`src/rtl/ind_arb_if.sv`:
```
// Indicator arbiter bus: per-channel requests/flags plus the single ind/status handshake.
// The slave modport is the arbiter side; master is the requester/interface side.
interface ind_arb_if #(
  parameter int unsigned NUM_CH = 3,
  parameter int unsigned CH_W   = $clog2(NUM_CH)
) ();
  logic [NUM_CH-1:0] req;
  logic [NUM_CH-1:0] pend;
  logic              ind;
  logic [CH_W-1:0]   ind_ch;
  logic              status;
  logic              done;
  logic [CH_W-1:0]   done_ch;
  logic [NUM_CH-1:0] err;
  logic [NUM_CH-1:0] err_clr;

  modport slave (
    input  req, status, err_clr,
    output pend, ind, ind_ch, done, done_ch, err
  );

  modport master (
    output req, status, err_clr,
    input  pend, ind, ind_ch, done, done_ch, err
  );
endinterface

```
`src/rtl/ind_arb.sv`:
```
// N-channel indicator arbiter: sticky pending bits, fixed/round-robin grant, four-phase ind/status.
// Define IND_ARB_TIMEOUT_EN to enable the ACTIVE-state timeout that aborts into sticky err flags.
module ind_arb #(
  parameter int unsigned NUM_CH      = 3,
  parameter int unsigned CH_W        = $clog2(NUM_CH),
  parameter int unsigned ARB_MODE    = 0,
  parameter int unsigned TIMEOUT_CYC = 16
) (
  input  logic       clk,
  input  logic       rst,
  ind_arb_if.slave   bus
);

  typedef enum logic [1:0] {StIdle, StActive, StRelease} state_e;

  localparam logic [7:0] TimeoutLim = 8'(TIMEOUT_CYC - 1);

  state_e            state_q;
  logic [CH_W-1:0]   rr_ptr_q;
  logic [CH_W-1:0]   win;
  logic              complete;
  logic              abort;
  logic [NUM_CH-1:0] clr_mask;

  // Scan from the start pointer upward with wrap; first pending channel wins.
  always_comb begin
    logic [CH_W:0] start;
    logic [CH_W:0] sum;
    logic          found;
    win   = '0;
    found = 1'b0;
    start = (ARB_MODE == 1) ? {1'b0, rr_ptr_q} : '0;
    sum   = '0;
    for (int k = 0; k < int'(NUM_CH); k++) begin
      sum = start + (CH_W+1)'(k);
      if (sum >= (CH_W+1)'(NUM_CH)) begin
        sum = sum - (CH_W+1)'(NUM_CH);
      end
      if (!found && bus.pend[sum[CH_W-1:0]]) begin
        win   = sum[CH_W-1:0];
        found = 1'b1;
      end
    end
  end

`ifdef IND_ARB_TIMEOUT_EN
  logic [7:0] cnt_q;
  assign abort = (state_q == StActive) && !bus.status && (cnt_q == TimeoutLim);
`else
  assign abort = 1'b0;
`endif

  assign complete = (state_q == StActive) && bus.status;

  always_comb begin
    clr_mask = '0;
    if (complete || abort) begin
      clr_mask[bus.ind_ch] = 1'b1;
    end
  end

  always_ff @(posedge clk) begin
    if (rst) begin
      state_q     <= StIdle;
      rr_ptr_q    <= '0;
      bus.pend    <= '0;
      bus.ind     <= 1'b0;
      bus.ind_ch  <= '0;
      bus.done    <= 1'b0;
      bus.done_ch <= '0;
`ifdef IND_ARB_TIMEOUT_EN
      cnt_q       <= '0;
`endif
    end else begin
      // A new request on the channel being retired wins over its clear.
      bus.pend <= (bus.pend & ~clr_mask) | bus.req;
      bus.done <= 1'b0;
      unique case (state_q)
        StIdle: begin
          if (|bus.pend) begin
            bus.ind    <= 1'b1;
            bus.ind_ch <= win;
            rr_ptr_q   <= (win == CH_W'(NUM_CH - 1)) ? '0 : win + 1'b1;
            state_q    <= StActive;
`ifdef IND_ARB_TIMEOUT_EN
            cnt_q      <= '0;
`endif
          end
        end
        StActive: begin
          if (complete) begin
            bus.ind     <= 1'b0;
            bus.done    <= 1'b1;
            bus.done_ch <= bus.ind_ch;
            state_q     <= StRelease;
          end else if (abort) begin
            bus.ind <= 1'b0;
            state_q <= StRelease;
          end else begin
`ifdef IND_ARB_TIMEOUT_EN
            cnt_q <= cnt_q + 8'd1;
`endif
          end
        end
        StRelease: begin
          if (!bus.status) begin
            state_q <= StIdle;
          end
        end
        default: state_q <= StIdle;
      endcase
    end
  end

`ifdef IND_ARB_TIMEOUT_EN
  always_ff @(posedge clk) begin
    if (rst) begin
      bus.err <= '0;
    end else begin
      bus.err <= (bus.err & ~bus.err_clr) | (abort ? clr_mask : '0);
    end
  end
`else
  assign bus.err = '0;
  logic unused_cfg;
  assign unused_cfg = ^{bus.err_clr, TimeoutLim};
`endif

endmodule

```
`src/flat_wrapper.sv`:
```
// flat-port wrapper written by rule: the top's interface ports become plain ports
module ind_arb_flat 
#(
  parameter int unsigned NUM_CH      = 3,
  parameter int unsigned CH_W        = $clog2(NUM_CH),
  parameter int unsigned ARB_MODE    = 0,
  parameter int unsigned TIMEOUT_CYC = 16
)
  (clk, rst, bus_req, bus_status, bus_err_clr, bus_pend, bus_ind, bus_ind_ch, bus_done, bus_done_ch, bus_err);
  ind_arb_if #(.NUM_CH(NUM_CH), .CH_W(CH_W)) bus_i ();
  input  logic clk;
  input  logic rst;
  input wire logic [$bits(bus_i.req)-1:0] bus_req;
  input wire logic [$bits(bus_i.status)-1:0] bus_status;
  input wire logic [$bits(bus_i.err_clr)-1:0] bus_err_clr;
  output wire logic [$bits(bus_i.pend)-1:0] bus_pend;
  output wire logic [$bits(bus_i.ind)-1:0] bus_ind;
  output wire logic [$bits(bus_i.ind_ch)-1:0] bus_ind_ch;
  output wire logic [$bits(bus_i.done)-1:0] bus_done;
  output wire logic [$bits(bus_i.done_ch)-1:0] bus_done_ch;
  output wire logic [$bits(bus_i.err)-1:0] bus_err;
  assign bus_i.req = bus_req;
  assign bus_i.status = bus_status;
  assign bus_i.err_clr = bus_err_clr;
  assign bus_pend = bus_i.pend;
  assign bus_ind = bus_i.ind;
  assign bus_ind_ch = bus_i.ind_ch;
  assign bus_done = bus_i.done;
  assign bus_done_ch = bus_i.done_ch;
  assign bus_err = bus_i.err;
  ind_arb #(.NUM_CH(NUM_CH), .CH_W(CH_W), .ARB_MODE(ARB_MODE), .TIMEOUT_CYC(TIMEOUT_CYC)) u_core (.clk(clk), .rst(rst), .bus(bus_i));
endmodule
```
`config.mk`:
```
export PLATFORM = sky130hd
export DESIGN_NAME = ind_arb_flat
export DESIGN_NICKNAME = d
export VERILOG_FILES = /design/src/rtl/ind_arb_if.sv /design/src/rtl/ind_arb.sv /design/src/flat_wrapper.sv
export SDC_FILE = /design/constraint.sdc
export NUM_CORES = 1
export LEC_CHECK = 0
export CORE_AREA = 5 5 42 44
export CTS_CLUSTER_DIAMETER = 200
export DETAILED_ROUTE_END_ITERATION = 7
export DIE_AREA = 0 0 47 49
export PLACE_DENSITY = 0.78
export SETUP_SLACK_MARGIN = 0.4
export SYNTH_ARGS = -nofsm -noshare
export SYNTH_HDL_FRONTEND = slang
export SYNTH_SLANG_ARGS = --single-unit
export TNS_END_PERCENT = 100
```
`constraint.sdc`:
```
create_clock -name clk -period 1.25 [get_ports clk]
set_input_delay 0.25 -clock clk [delete_from_list [all_inputs] [get_ports clk]]
set_output_delay 0.25 -clock clk [all_outputs]
set_load 0.02 [all_outputs]
```
==> results.md, run 1 <==
Synth:
- The largest family of logic cells by synthesized area is simple AND/OR/NAND/NOR gates.
- In this run the mean area of a mapped cell was 9.69 sq um.
- By area the synthesized netlist is led by dfxtp_1, buf_4, nor2_1.
- The mux share of post-synthesis cell area is 4.40%.
- The adder-cell share of the synthesized area is 0%.
- The unique cell type count in the Yosys netlist is 19.
- The synthesized netlist devotes a little over a tenth of its cell area to compound gates.
- Synthesis produced 47 cells.
- The flop and latch count out of synthesis is 11.
- The synthesized netlist devotes 26.6% of its cell area to simple gates.
- The number of synthesis warnings is 0.
- The post-synth design cell area is 455 sq um.
- After synthesis, the largest area contributor takes up 48.4% of total cell area.
- The cell accounting for the most synthesized area is dfxtp_1.
- The sequential cell area fraction in the yosys report is 48.4%.
- Of the total synthesized cell area, the portion taken by XOR and XNOR cells is under 10%.

Timing:
- The number of pins exceeding their max-slew limit in the final report came to 0.
- Setup repair after global routing could not meet its margin everywhere.
- Static timing analysis puts the maximum clock frequency at 985 MHz.
- The number of failing hold endpoints at the final stage is 0.
- The tightest hold margin is 0.395 ns.
- The accumulated negative setup slack is 0 ns.
- Of the available clock period, the critical path in the final layout requires 81.2%.
- Setup slack closes at 0.235 ns.
- The final worst clock skew is 0.00110 ns.
- Setup violations remaining at the end of the flow were counted as 0.
- Counting I/O delays and the setup requirement, the final critical path takes 1.01 ns.

Clocking:
- The number of clock sinks is 11.
- The maximum clock insertion buffer count is 2.
- The clock tree root driver cell is clkbuf_4.
- The number of buffers inserted by hold repair at cts is 0.
- The clock-pin transition on the worst setup and hold timing paths is roughly 0.070 ns.
- In this run the number of H-tree levels came out at 1.
- The clock insertion delay at the later pin of the skew report is between 0.2 and 0.3 ns.
- TritonCTS built the clock tree.
- The total CTS buffers is 3.

Detailed routing:
- The total length of routed wires is 1120 microns.
- The mean routed wirelength per cell is 13.0 microns.
- The first TritonRoute pass finished after 2 iterations.
- After detailed routing, the number of remaining DRC violations is 0.
- The number of DRC violations after detailed-routing iteration 0 is 7.
- Using the TritonRoute via totals, the vias-per-cell ratio works out to ~4.7.
- Summing over every cut layer, the via total after detailed routing is about 410.
- In this run the remaining antenna-violating nets after routing total 0.

GRT:
- The number of antenna violations at the first check in global routing is 0.
- The largest net degree at the start of global routing is 11.
- The global-route wire length before repair is 1900 microns.
- The all-layer global routing usage is 11.4%.
- The via count of the first global-routing pass came to ~430.
- The total overflow left after global routing is 0.

Critical path:
- The setup check on the worst reg-to-reg path leaves a slack of 0.24 ns.
- The required arrival time at the worst endpoint is 1.40 ns.
- The worst setup path is launched from a register.
- The count of cells along the worst register-to-register path is 3.
- The highest fanout seen on the critical path is 6.
- In this run the critical register-to-register path is launched from u_core.state_q[1]$_SDFFE_PP0P_.
- The critical setup path kind is register to register.
- The element type at the critical path end is a register.
- The data arrival time of the critical path is 1.17 ns.
- The capturing point of the worst reg2reg path is u_core.bus.pend[1]$_SDFF_PP0_.

Pwr:
- The static leakage is 0.324 nW.
- For this design the ratio of total power to cell area is between 1000 and 1500 nW/um^2.
- The worst IR drop on VDD is 0.798 mV.
- The overall power is 0.903 mW.

Final layout:
- The filler-free cell count of the finished design is 86.
- The number of antenna diodes in the final layout is 0.
- Compared with the post-synthesis result, the final layout area differs by 71.7%.
- The post-layout utilization of the core is 55.8%.
- The number of nets in the layout is 80.
- The finished cells cover 782 sq um.
- The proportion of layout cells with a drive suffix above 1 is 61.4%.

Place:
- The number of placed cells counting well taps is 81.
- Buffers placed on the I/O ports in this run total 14.
- After detailed placement, the total cell area comes to 663 sq um.
- The congestion estimate from routability-driven global placement came to 0.751.
- Prior to clock tree synthesis, the placed netlist has a worst setup slack of -0.142 ns.
- Summed over all nets, the half-perimeter wirelength after detailed placement is ~770 microns.

Worst hold path:
- The worst hold path was traced through 2 stages.
- The startpoint identified for the worst hold timing path is bus_status.
- The worst min-delay path category is input pin to register.
- The path with the worst hold slack has its endpoint at u_core.state_q[0]$_SDFFE_PP0P_.

Floorplanning:
- The floorplan step defined a die boundary enclosing roughly 2300 sq um.
- The height of the die is 49 microns.
- The number of core rows is 14.
- The die is 47 microns wide.
- The initial core utilization is between 30% and 40%.
- The region available for standard cell placement spans 1400 sq um.
- The number of top-level pins is 21.

Flow run:
- The max-cap violation count is 0.

Status:
- The flow ran to the end, and the final reports show no timing, DRC or antenna violations.
==> synthesized netlist by cell type <==
library cell,number
clkbuf_1,1
nor3b_1,1
nor3_1,4
a2111oi_1,1
nand3b_4,1
o21a_1,1
nor4_1,2
nor2_1,7
nor4b_1,2
a21oi_1,3
o31ai_1,2
mux2i_1,2
dfxtp_1,11
nand2_1,1
nand3b_1,1
xnor2_1,1
buf_4,4
nor2_2,1
conb_1,1
==> area by class of cell <==
class	count	area (sq um)
repair buffers	22	214
flip-flops and latches	11	241
well taps	16	20.0
multi-input cells	33	280
clock buffers	4	26.3
fillers	134	619
==> registers in the layout, indices dropped and copies added (netlist names) <==
signal,flops
u_core.bus.done,1
u_core.bus.done_ch,2
u_core.bus.ind,1
u_core.bus.ind_ch,2
u_core.bus.pend,3
u_core.state_q,2
==> per-layer routing <==
metal / GRT usage, % / vias up / part of all wire (%)
met5: 0 / - / 0
met4: 4.15 / 0 / 1.2
met3: 4.43 / 2 / 6.3
met2: 18.1 / 12 / 54
met1: 13.4 / 189 / 39
li1: - / 205 / -
==> cell usage in the layout, fill, tap and decap left out, types with 2 or more instances in the layout <==
cell	count
nor3_1	3
buf_6	10
mux2i_1	2
nor2_1	6
a21oi_1	2
dfxtp_2	8
nor4_2	2
conb_1	3
buf_4	7
dfxtp_4	3
clkdlybuf4s50_1	4
clkbuf_4	3
==> where the power goes <==
part | switching [mW] | total, mW | internal, mW
sequential | 0.0293 | 0.410 | 0.381
clock | 0.121 | 0.245 | 0.124
combinational | 0.121 | 0.248 | 0.126
total | 0.272 | 0.903 | 0.631
==> how the worst max path moves through the flow <==
stage | from | endpoint | slack, ns | cells after the start
after global routing | u_core.state_q[1]$_SDFFE_PP0P_ | u_core.bus.pend[2]$_SDFF_PP0_ | 0.20 | 3
after global placement | bus_status | u_core.bus.pend[2]$_SDFF_PP0_ | -0.12 | 4
after CTS | u_core.bus.pend[0]$_SDFF_PP0_ | bus_pend[0] | 0.26 | 1
after detailed placement | bus_status | u_core.bus.pend[2]$_SDFF_PP0_ | -0.14 | 4
after floorplan | u_core.state_q[0]$_SDFFE_PP0P_ | u_core.bus.pend[1]$_SDFF_PP0_ | 0.32 | 4
final | u_core.state_q[1]$_SDFFE_PP0P_ | u_core.bus.pend[1]$_SDFF_PP0_ | 0.24 | 3
==> repair_timing <==
| item | CTS | global route |
|---|---|---|
| setup buffers | 1 | 0 |
| endpoints found under the setup margin | 20 | 20 |
| pin swaps | 3 | 3 |
| hold endpoints to repair | 0 | 0 |
| gates resized for setup | 67 | 8 |
==> critical path: stages (launching register included) <==
cell and delay, ns:
dfxtp_4 0.36, nand3b_4 0.22, nor4b_2 0.24, nor3_1 0.08
==> kinds of logic after synthesis <==
kind of cell | after synthesis
AOI/OAI and AO/OA | 7
xor gates and xnor gates | 1
buffers and inverters | 5
DFF | 11
muxes | 2
other | 1
and+or+nand+nor | 20
(Power assumes the default switching activity.)
==> run 2, diff against run 1 <==
--- a/config.mk
+++ b/config.mk
@@ -5,10 +5,10 @@
 export SDC_FILE = /design/constraint.sdc
 export NUM_CORES = 1
 export LEC_CHECK = 0
-export CORE_AREA = 5 5 42 44
+export CORE_AREA = 5 5 43 45
 export CTS_CLUSTER_DIAMETER = 200
 export DETAILED_ROUTE_END_ITERATION = 7
-export DIE_AREA = 0 0 47 49
+export DIE_AREA = 0 0 48 50
 export PLACE_DENSITY = 0.78
 export SETUP_SLACK_MARGIN = 0.4
 export SYNTH_ARGS = -nofsm -noshare
==> constraint.sdc (replaced) <==
create_clock -name clk -period 0.85 [get_ports clk]
set_input_delay 0.17 -clock clk [delete_from_list [all_inputs] [get_ports clk]]
set_output_delay 0.17 -clock clk [all_outputs]
set_load 0.02 [all_outputs]
==> run 2 against run 1 <==
Compared with the run above: the run now ends with negative setup slack left; critical endpoint is now u_core.bus.pend[2]$_SDFF_PP0_; largest power group unchanged; register-to-register slack worse by 0.36 ns; sequential cell count unchanged; clock-buffer cell count unchanged; wire length down 2.4%; power up 49%; design area up 7.5%; combinational power up 63%; global-route usage down 1.2 points; clock power up 47%; die area up 4.2%; first-iteration DRC count down 57%.
==> results.md, run 2 (same netlist as run 1, synthesis figures left out) <==
Critical path:
- In this design, the largest share of critical-path delay is due to simple AND/OR/NAND/NOR gates.
- The signal on the critical path passes through nand3b_4 -> nor4b_2 -> nor3_1.
- At the worst endpoint, the arrival time is 1.13 ns.
- The slowest stage of the critical path is the dfxtp_2 cell.
- By startpoint and endpoint, the worst setup path is classified as register to register.
- STA puts the critical path data required time at 1.00 ns.
- Together, buffers and inverters on the worst path number 0.
- The highest fanout seen on the critical path is 7.
- The largest single stage delay on the critical path is 0.34 ns.
- The type of element launching the critical path is a register.
- STA classifies the critical path endpoint as a register.

Clocking:
- The clock insertion delay at the later pin of the skew report is ~0.27 ns.
- The total CTS buffers is 3.
- The TritonCTS clock tree is built.
- The number of clock sinks is 11.
- Clock-pin slew was measured on the worst setup and hold paths at ~0.07 ns.
- The clock tree root driver cell is clkbuf_4.
- CTS built an H-tree with a depth of 1.
- The maximum clock insertion buffer count is 2.

Place:
- The routability-driven placement congestion ratio is 0.775.
- Timing analysis after detailed placement gives a worst setup slack of -0.452 ns.
- Buffers placed on the I/O ports in this run total 14.
- After detailed placement, the design holds a cell count of 84.
- The placement-stage cell area is 719 sq um.
- Detailed placement finished with a half-perimeter wire length of about 790 microns.

Timing:
- In the post-route analysis, the smallest setup slack over all paths is -0.128 ns.
- The number of pins exceeding their max-slew limit in the final report was 0.
- The worst path uses 115% of the clock period.
- The number of setup violations in the final report is 19.
- The final worst clock skew is 0.00164 ns.
- The tightest hold margin is 0.172 ns.
- Setup repair after global routing could not meet its margin everywhere.
- The accumulated negative setup slack is -1.24 ns.
- The number of failing hold endpoints at the final stage is 0.
- After layout, the minimum clock period comes to 0.978 ns.
- Based on the critical path, the design can be clocked at up to 1020 MHz.

Detailed routing:
- The length of the first detailed-routing pass in iterations is 2.
- The mean routed wirelength per cell is roughly 12 microns.
- The routed design has 1090 microns of wire.
- The count of nets left with antenna violations once routing finished came out at 0.
- The via-per-instance ratio is 4.67.
- The number of design rule violations left after detail routing is 0.
- The number of DRC violations after detailed-routing iteration 0 is 3.
- The detailed router placed about 420 vias in this run.

Final layout:
- Leaving out fill and tap cells, the most frequent cell in the layout is buf_6.
- The register with the most flip-flops in the layout has 3 of them.
- More flip-flops sit in one register than any other, and that register is u_core.bus.pend.
- After filler insertion, the fill cell instance count of the layout stands at 128.
- After the last flow step, the layout net total stands at 83.
- The number of diodes added for antenna fixing is 0.
- The post-route cell area is 841 sq um.
- The synthesis-to-finish area growth is 84.6%.
- The top cell types in the final layout, fill and taps aside, are buf_6, dfxtp_4, nor2_1, buf_4.
- The finished layout holds 89 standard cells, fillers aside.
- The proportion of layout cells with a drive suffix above 1 is between 60% and 70%.
- For this run, the share of the core covered by cells in the final layout is 58.5%.

Status:
- The checks that failed: negative setup slack.
- The flow ran to the end, but the final reports show violations.

GRT:
- Global routing finished with a remaining overflow of 0.
- The via count of the first global-routing pass is 413.
- For this run, the total global-route usage over all layers was measured as 10.2%.
- The global-route wire length before repair is 1730 microns.
- The number of antenna violations at the first check in global routing was 0.
- The largest net degree at the start of global routing is 8.

Pwr:
- The worst IR drop on VDD is 0.880 mV.
- Overall power consumption after layout is estimated at about 1.3 mW.
- The areal power density over the cells is between 1500 and 2000 nW/um^2.
- The static leakage is 0.359 nW.

Floorplanning:
- The height of the die is 50 microns.
- The core region is between 1000 and 1500 sq um.
- The floorplan has 14 rows.
- The die is 48 microns wide.
- The floorplan step defined a die boundary enclosing 2400 sq um.
- 21 I/O pins were placed.
- Once the floorplan was initialized, standard cells occupied 31.7% of the core.

Worst hold path:
- The tightest min-delay check is of the input pin to register type.

Flow run:
- Max-cap violations in this run came to 0.
## run 2: changes by cell type in the layout (fill, tap and decap cells not counted), sizes merged
cell / change
buf: +3
clkdlybuf4s50: -1
dlymetal6s2s: +1
## run 2: cell type report
class	instances	area (sq um)	area share (%)
multi-input cells	33	269	32.0
well taps	16	20.0	2.38
flip-flops and latches	11	259	30.8
clock buffers	4	26.3	3.13
repair buffers	25	267	31.7
## run 2: power breakdown
| part | switching (mW) | internal (mW) | total, mW |
|---|---|---|---|
| combinational | 0.184 | 0.221 | 0.405 |
| clock | 0.177 | 0.182 | 0.359 |
| sequential | 0.0363 | 0.549 | 0.586 |
## run 2: what timing repair did
item                       in CTS  in global routing
cloned                          0                  0
setup endpoints to repair      20                 20
setup buffers                   0                  1
gates resized for setup        61                 10
hold buffers                    0                  0
pin swaps                       3                  5
## run 2: final timing paths
| check | startpoint | end | slack [ns] | cells after the start |
|---|---|---|---|---|
| worst max register to register | u_core.state_q[1]$_SDFFE_PP0P_ | u_core.bus.pend[2]$_SDFF_PP0_ | -0.13 | 3 |
| worst max-delay path | u_core.state_q[1]$_SDFFE_PP0P_ | u_core.bus.pend[2]$_SDFF_PP0_ | -0.13 | 3 |
| worst min-delay path | rst | u_core.state_q[1]$_SDFFE_PP0P_ | 0.17 | 2 |
| worst min register to register | u_core.bus.ind$_SDFFE_PP0P_ | u_core.bus.ind$_SDFFE_PP0P_ | 0.48 | 2 |
## run 2: worst register-to-register path: cells and delay by family, from the launching register on
| kind | cells | cell delay [ns] |
|---|---|---|
| flops | 1 | 0.34 |
| simple gates | 3 | 0.53 |
## run 2: per-layer routing
metal,part of all wire [%],GRT usage (%),vias to the layer above,routed length [microns]
met5,0,0,-,0
met4,0,1.35,0,0
met3,6.6,6.55,0,72
li1,-,-,213,-
met1,46,13.5,192,503
met2,47,14.3,11,517
